==> src/rtl/tdm_frame_sequencer_if.sv <==
// Word-accept handshake between a word source and tdm_frame_sequencer.
// The source drives in_data/in_valid; the sequencer answers with in_ready.
interface tdm_frame_sequencer_if;
    logic [7:0] in_data;
    logic       in_valid;
    logic       in_ready;

    modport master (output in_data, output in_valid, input in_ready);
    modport slave  (input in_data, input in_valid, output in_ready);
endinterface

==> src/rtl/tdm_frame_sequencer.sv <==
// Turns one accepted 8-bit word into an 8-slot TDM frame (sel 0..7) plus an optional idle gap.
// Define TDM_PARITY_EN to append a ninth parity slot carrying the even parity of the word.
module tdm_frame_sequencer #(
    parameter int SLOT_CYCLES = 1,
    parameter int IDLE_GAP    = 0
) (
    input  logic                         clk,
    input  logic                         rst,
    tdm_frame_sequencer_if.slave         bus,
    output logic [7:0]                   word_out,
    output logic [2:0]                   sel,
    output logic                         slot_valid,
    output logic                         frame_start,
    output logic                         frame_end,
    output logic                         busy,
    output logic                         parity_bit,
    output logic                         parity_slot
);

    localparam logic [1:0] ST_IDLE = 2'd0;
    localparam logic [1:0] ST_SLOT = 2'd1;
`ifdef TDM_PARITY_EN
    localparam logic [1:0] ST_PAR  = 2'd2;
`endif
    localparam logic [1:0] ST_GAP  = 2'd3;

    localparam logic [7:0] SLOT_LAST   = 8'(SLOT_CYCLES - 1);
    localparam logic [7:0] GAP_LAST    = 8'(IDLE_GAP - 1);
    localparam logic [1:0] AFTER_FRAME = (IDLE_GAP > 0) ? ST_GAP : ST_IDLE;

    logic [1:0] state;
    logic [7:0] cnt;
    logic       slot_last;

    assign slot_last = (cnt == SLOT_LAST);

    // NOTE: every register below uses non-blocking assignment so all of them sample pre-edge values.
    always_ff @(posedge clk or posedge rst) begin
        if (rst) begin
            state    <= ST_IDLE;
            cnt      <= 8'd0;
            word_out <= 8'd0;
            sel      <= 3'd0;
        end else begin
            case (state)
                ST_IDLE: begin
                    if (bus.in_valid) begin
                        word_out <= bus.in_data;
                        sel      <= 3'd0;
                        cnt      <= 8'd0;
                        state    <= ST_SLOT;
                    end
                end
                ST_SLOT: begin
                    if (slot_last) begin
                        cnt <= 8'd0;
                        if (sel != 3'd7) begin
                            sel <= sel + 3'd1;
                        end else begin
`ifdef TDM_PARITY_EN
                            state <= ST_PAR;
`else
                            state <= AFTER_FRAME;
`endif
                        end
                    end else begin
                        cnt <= cnt + 8'd1;
                    end
                end
`ifdef TDM_PARITY_EN
                ST_PAR: begin
                    if (slot_last) begin
                        cnt   <= 8'd0;
                        state <= AFTER_FRAME;
                    end else begin
                        cnt <= cnt + 8'd1;
                    end
                end
`endif
                ST_GAP: begin
                    // The gap reuses the slot counter, which is already zero on entry.
                    if (cnt == GAP_LAST) begin
                        cnt   <= 8'd0;
                        state <= ST_IDLE;
                    end else begin
                        cnt <= cnt + 8'd1;
                    end
                end
                default: state <= ST_IDLE;
            endcase
        end
    end

`ifdef TDM_PARITY_EN
    logic parity_q;

    always_ff @(posedge clk or posedge rst) begin
        if (rst) begin
            parity_q <= 1'b0;
        end else if (state == ST_IDLE && bus.in_valid) begin
            parity_q <= ^bus.in_data;
        end
    end

    assign parity_bit  = parity_q;
    assign parity_slot = (state == ST_PAR);
    assign slot_valid  = (state == ST_SLOT) || (state == ST_PAR);
    assign frame_end   = (state == ST_PAR) && slot_last;
`else
    assign parity_bit  = 1'b0;
    assign parity_slot = 1'b0;
    assign slot_valid  = (state == ST_SLOT);
    assign frame_end   = (state == ST_SLOT) && (sel == 3'd7) && slot_last;
`endif

    // Strobes and handshake are pure decodes of the registered state, so they glitch-free follow it.
    assign bus.in_ready = (state == ST_IDLE);
    assign busy         = (state != ST_IDLE);
    assign frame_start  = (state == ST_SLOT) && (sel == 3'd0) && (cnt == 8'd0);

endmodule

==> src/flat_wrapper.sv <==
// flat-port wrapper written by rule: the top's interface ports become plain ports
module tdm_frame_sequencer_flat 
#(
    parameter int SLOT_CYCLES = 1,
    parameter int IDLE_GAP    = 0
)
  (clk, rst, word_out, sel, slot_valid, frame_start, frame_end, busy, parity_bit, parity_slot, bus_in_data, bus_in_valid, bus_in_ready);
  tdm_frame_sequencer_if bus_i ();
  input  logic clk;
  input  logic rst;
  output logic [7:0] word_out;
  output logic [2:0] sel;
  output logic slot_valid;
  output logic frame_start;
  output logic frame_end;
  output logic busy;
  output logic parity_bit;
  output logic parity_slot;
  input wire logic [$bits(bus_i.in_data)-1:0] bus_in_data;
  input wire logic [$bits(bus_i.in_valid)-1:0] bus_in_valid;
  output wire logic [$bits(bus_i.in_ready)-1:0] bus_in_ready;
  assign bus_i.in_data = bus_in_data;
  assign bus_i.in_valid = bus_in_valid;
  assign bus_in_ready = bus_i.in_ready;
  tdm_frame_sequencer #(.SLOT_CYCLES(SLOT_CYCLES), .IDLE_GAP(IDLE_GAP)) u_core (.clk(clk), .rst(rst), .bus(bus_i), .word_out(word_out), .sel(sel), .slot_valid(slot_valid), .frame_start(frame_start), .frame_end(frame_end), .busy(busy), .parity_bit(parity_bit), .parity_slot(parity_slot));
endmodule
==> config.mk <==
export PLATFORM = sky130hd
export DESIGN_NAME = tdm_frame_sequencer_flat
export DESIGN_NICKNAME = d
export VERILOG_FILES = /design/src/rtl/tdm_frame_sequencer_if.sv /design/src/rtl/tdm_frame_sequencer.sv /design/src/flat_wrapper.sv
export SDC_FILE = /design/constraint.sdc
export NUM_CORES = 1
export LEC_CHECK = 0
export CAP_MARGIN = 20
export CORE_MARGIN = 3
export CORE_UTILIZATION = 50
export DETAILED_ROUTE_END_ITERATION = 6
export PLACE_DENSITY = 0.87
export SKIP_CTS_REPAIR_TIMING = 1
export SLEW_MARGIN = 20
export SYNTH_ARGS = -nofsm -noshare
export SYNTH_HDL_FRONTEND = slang
export SYNTH_SLANG_ARGS = --single-unit
==> constraint.sdc <==
create_clock -name clk -period 4.52 [get_ports clk]
set_input_delay 0.904 -clock clk [delete_from_list [all_inputs] [get_ports clk]]
set_output_delay 0.904 -clock clk [all_outputs]
set_load 0.02 [all_outputs]
==> flow_metrics.env <==
export IMPL_status="finished clean"
export IMPL_peakVddDrop_mv=0.3778
export IMPL_worstPathRequired_ns=3.62
export IMPL_finalHoldViolations=0
export IMPL_rows=16
export IMPL_power_density_nw_per_um2=570.5
export IMPL_die_h_um=52.20
export IMPL_post_drt_via_cell_ratio=5.633
export IMPL_grt_pass1_vias=817
export IMPL_synth_compound_area_share_pct=10.90
export IMPL_drv_cap=0
export IMPL_dp_cells=147
export IMPL_whs_ns=0.5136
export IMPL_yosys_area_share_simple_pct=18.76
export IMPL_slew_viol_final=0
export IMPL_synthArstFlopShare_pct=100.0
export IMPL_critical_path_max_stage_delay_ns=0.60
export IMPL_post_route_period_util_pct=77.46
export IMPL_synth_most_common_cell="dfrtp_1"
export IMPL_io_buffers=26
export IMPL_timing_max_slew_rel_slack_pct=50.13
export IMPL_timing_final_crit_period_ns=3.501
export IMPL_grt_ovfl_total=0
export IMPL_ys_warn_count=0
export IMPL_tightest_slew_ns=0.7473
export IMPL_num_antenna_cells=0
export IMPL_synth_top_family_by_area="simple AND/OR/NAND/NOR gates"
export IMPL_ys_top_cells_by_area="dfrtp_1, mux2_2, ha_1"
export IMPL_synth_cells=100
export IMPL_setup_viol=0
export IMPL_ys_ff_latch=20
export IMPL_syn_area_per_cell_um2=10.67
export IMPL_ant_nets=0
export IMPL_synth_area_mux_share_pct=9.379
export IMPL_worstHoldPathType="flop to flop"
export IMPL_synth_fa_ha_area_share_pct=5.862
export IMPL_die_w_um=52.20
export IMPL_ys_seq_area_share_pct=46.89
export IMPL_ys_flop_type="dfrtp_1"
export IMPL_drc=0
export IMPL_drive_gt1_share_pct=12.20
export IMPL_placed_cell_area_um2=1320
export IMPL_design_area_um2=1343
export IMPL_synth_common_cells="dfrtp_1, nand2_1, inv_1, mux2_2, ha_1"
export IMPL_dp_hpwl_mm=1.656
export IMPL_cts_made_buffers=3
export IMPL_dieArea_um2=2725
export IMPL_crit_type="flop to primary output"
export IMPL_avgRoutedWirePerCell_um=14.66
export IMPL_final_cells=150
export IMPL_syn_to_final_growth_pct=25.79
export IMPL_finalSetupTns_ns=0
export IMPL_dr_pass1_iters=4
export IMPL_yosys_area_top_type="dfrtp_1"
export IMPL_drt_initial_drc_count=14
export IMPL_clk_latency_ns=0.29
export IMPL_grt_pass1_wl_mm=3.657
export IMPL_p_leak_nw=0.5646
export IMPL_final_nets=141
export IMPL_pre_cts_slack_ns=1.359
export IMPL_crit_fanout=6
export IMPL_fp_coreArea_um2=1982
export IMPL_yosysUniqueCellTypes=35
export IMPL_synth_xor_area_share_pct=0.8206
export IMPL_antenna_found_initial=0
export IMPL_vias=845
export IMPL_pin_count=29
export IMPL_rsz0062_at_grt="no"
export IMPL_cts_sinks=20
export IMPL_clock_root_buffer="clkbuf_4"
export IMPL_fmax_mhz=285.6
export IMPL_arrival_ns=2.60
export IMPL_grt_usage_pct=18.30
export IMPL_finalClockSkew_ns=0.003181
export IMPL_cp_cell_sequence="inv_1 > ha_1 > or4b_4 > nor4_4 > and4b_1 > clkdlybuf4s50_1"
export IMPL_cts_tree="built"
export IMPL_synth_edff_count=0
export IMPL_fin_total_pwr_mw=0.7660
export IMPL_clk_pin_slew_ns=0.10
export IMPL_clockBufferDepth=2
export IMPL_crit_slowest_cell="clkdlybuf4s50_1"
export IMPL_finalWeightedCongestion=0.8528
export IMPL_grt_max_degree=24
export IMPL_finish_utilization_pct=67.74
export IMPL_initial_core_util_pct=53.85
export IMPL_syn_area_um2=1067
export IMPL_critPathLaunchType="flop"
export IMPL_wl_mm=2.199
export IMPL_yosysTopAreaCellShare_pct=46.89
export IMPL_finalWorstSetupSlack_ns=1.019
export IMPL_cts_htree_levels=1
export IMPL_crit_path_end_kind="primary output"
-- power breakdown --
group | internal, mW | switching, mW
logic | 0.173 | 0.161
registers | 0.253 | 0.0978
clock network | 0.0310 | 0.0496
total | 0.457 | 0.309
-- final timing paths --
check,startpoint,slack [ns],endpoint,depth (start not counted)
worst max register to register,u_core.state[0]$_DFFE_PP0P_,2.75,u_core.word_out[2]$_DFFE_PP0P_,2
worst min register to register,u_core.word_out[6]$_DFFE_PP0P_,0.51,u_core.word_out[6]$_DFFE_PP0P_,1
min in group asynchronous,rst,1.03,u_core.word_out[0]$_DFFE_PP0P_,2
max in group asynchronous,rst,3.02,u_core.word_out[1]$_DFFE_PP0P_,2
worst max-delay path,u_core.cnt[1]$_DFFE_PP0P_,1.02,frame_start,6
worst min-delay path,u_core.word_out[6]$_DFFE_PP0P_,0.51,u_core.word_out[6]$_DFFE_PP0P_,1
-- registers in the layout, indices dropped and copies added, names as in the netlist --
signal           count
u_core.word_out      8
u_core.sel           3
u_core.state         1
u_core.cnt           8
-- kinds of logic after synthesis --
group,after synthesis
and+or+nand+nor,32
DFF,20
AOI/OAI and AO/OA,17
buffers and inverters,15
muxes,9
adders and majority gates,5
other,1
xor gates and xnor gates,1
-- worst max-delay path: cells and delay by family, from the launching register on --
family / cells / cell delay [ns]
DFF: 1 / 0.43
buffers and inverters: 2 / 0.70
and+or+nand+nor: 3 / 1.01
adders and majority gates: 1 / 0.17
-- layer usage --
| metal | part of all wire (%) | vias up | GRT usage (%) |
|---|---|---|---|
| met3 | 7.3 | 4 | 3.704 |
| met4 | 1.2 | 0 | 7.660 |
| met5 | 0 | - | 0 |
| met1 | 42 | 394 | 22.06 |
| met2 | 49 | 35 | 31.59 |
| li1 | - | 412 | - |
-- layout make-up --
class,instances,area (um2)
sequential,20,500.5
inverter,8,30.03
clock buffer,3,22.52
timing repair buffer,26,260.3
tap,27,33.78
multi-input combinational,66,495.5
fill,134,639.4
-- cells in the final DEF, fill, tap and decap left out, types with 2 or more instances in the layout --
cell / n
nor2b_1: 2
inv_1: 8
dfrtp_1: 20
conb_1: 2
nor2_1: 2
o211ai_1: 3
a31oi_1: 4
or4_1: 2
ha_1: 5
nand3_1: 4
clkdlybuf4s50_1: 26
mux2_2: 8
nand4_1: 4
nand2_1: 9
o21ai_0: 3
clkbuf_4: 3
No activity file was read; power rests on OpenSTA's default activity.
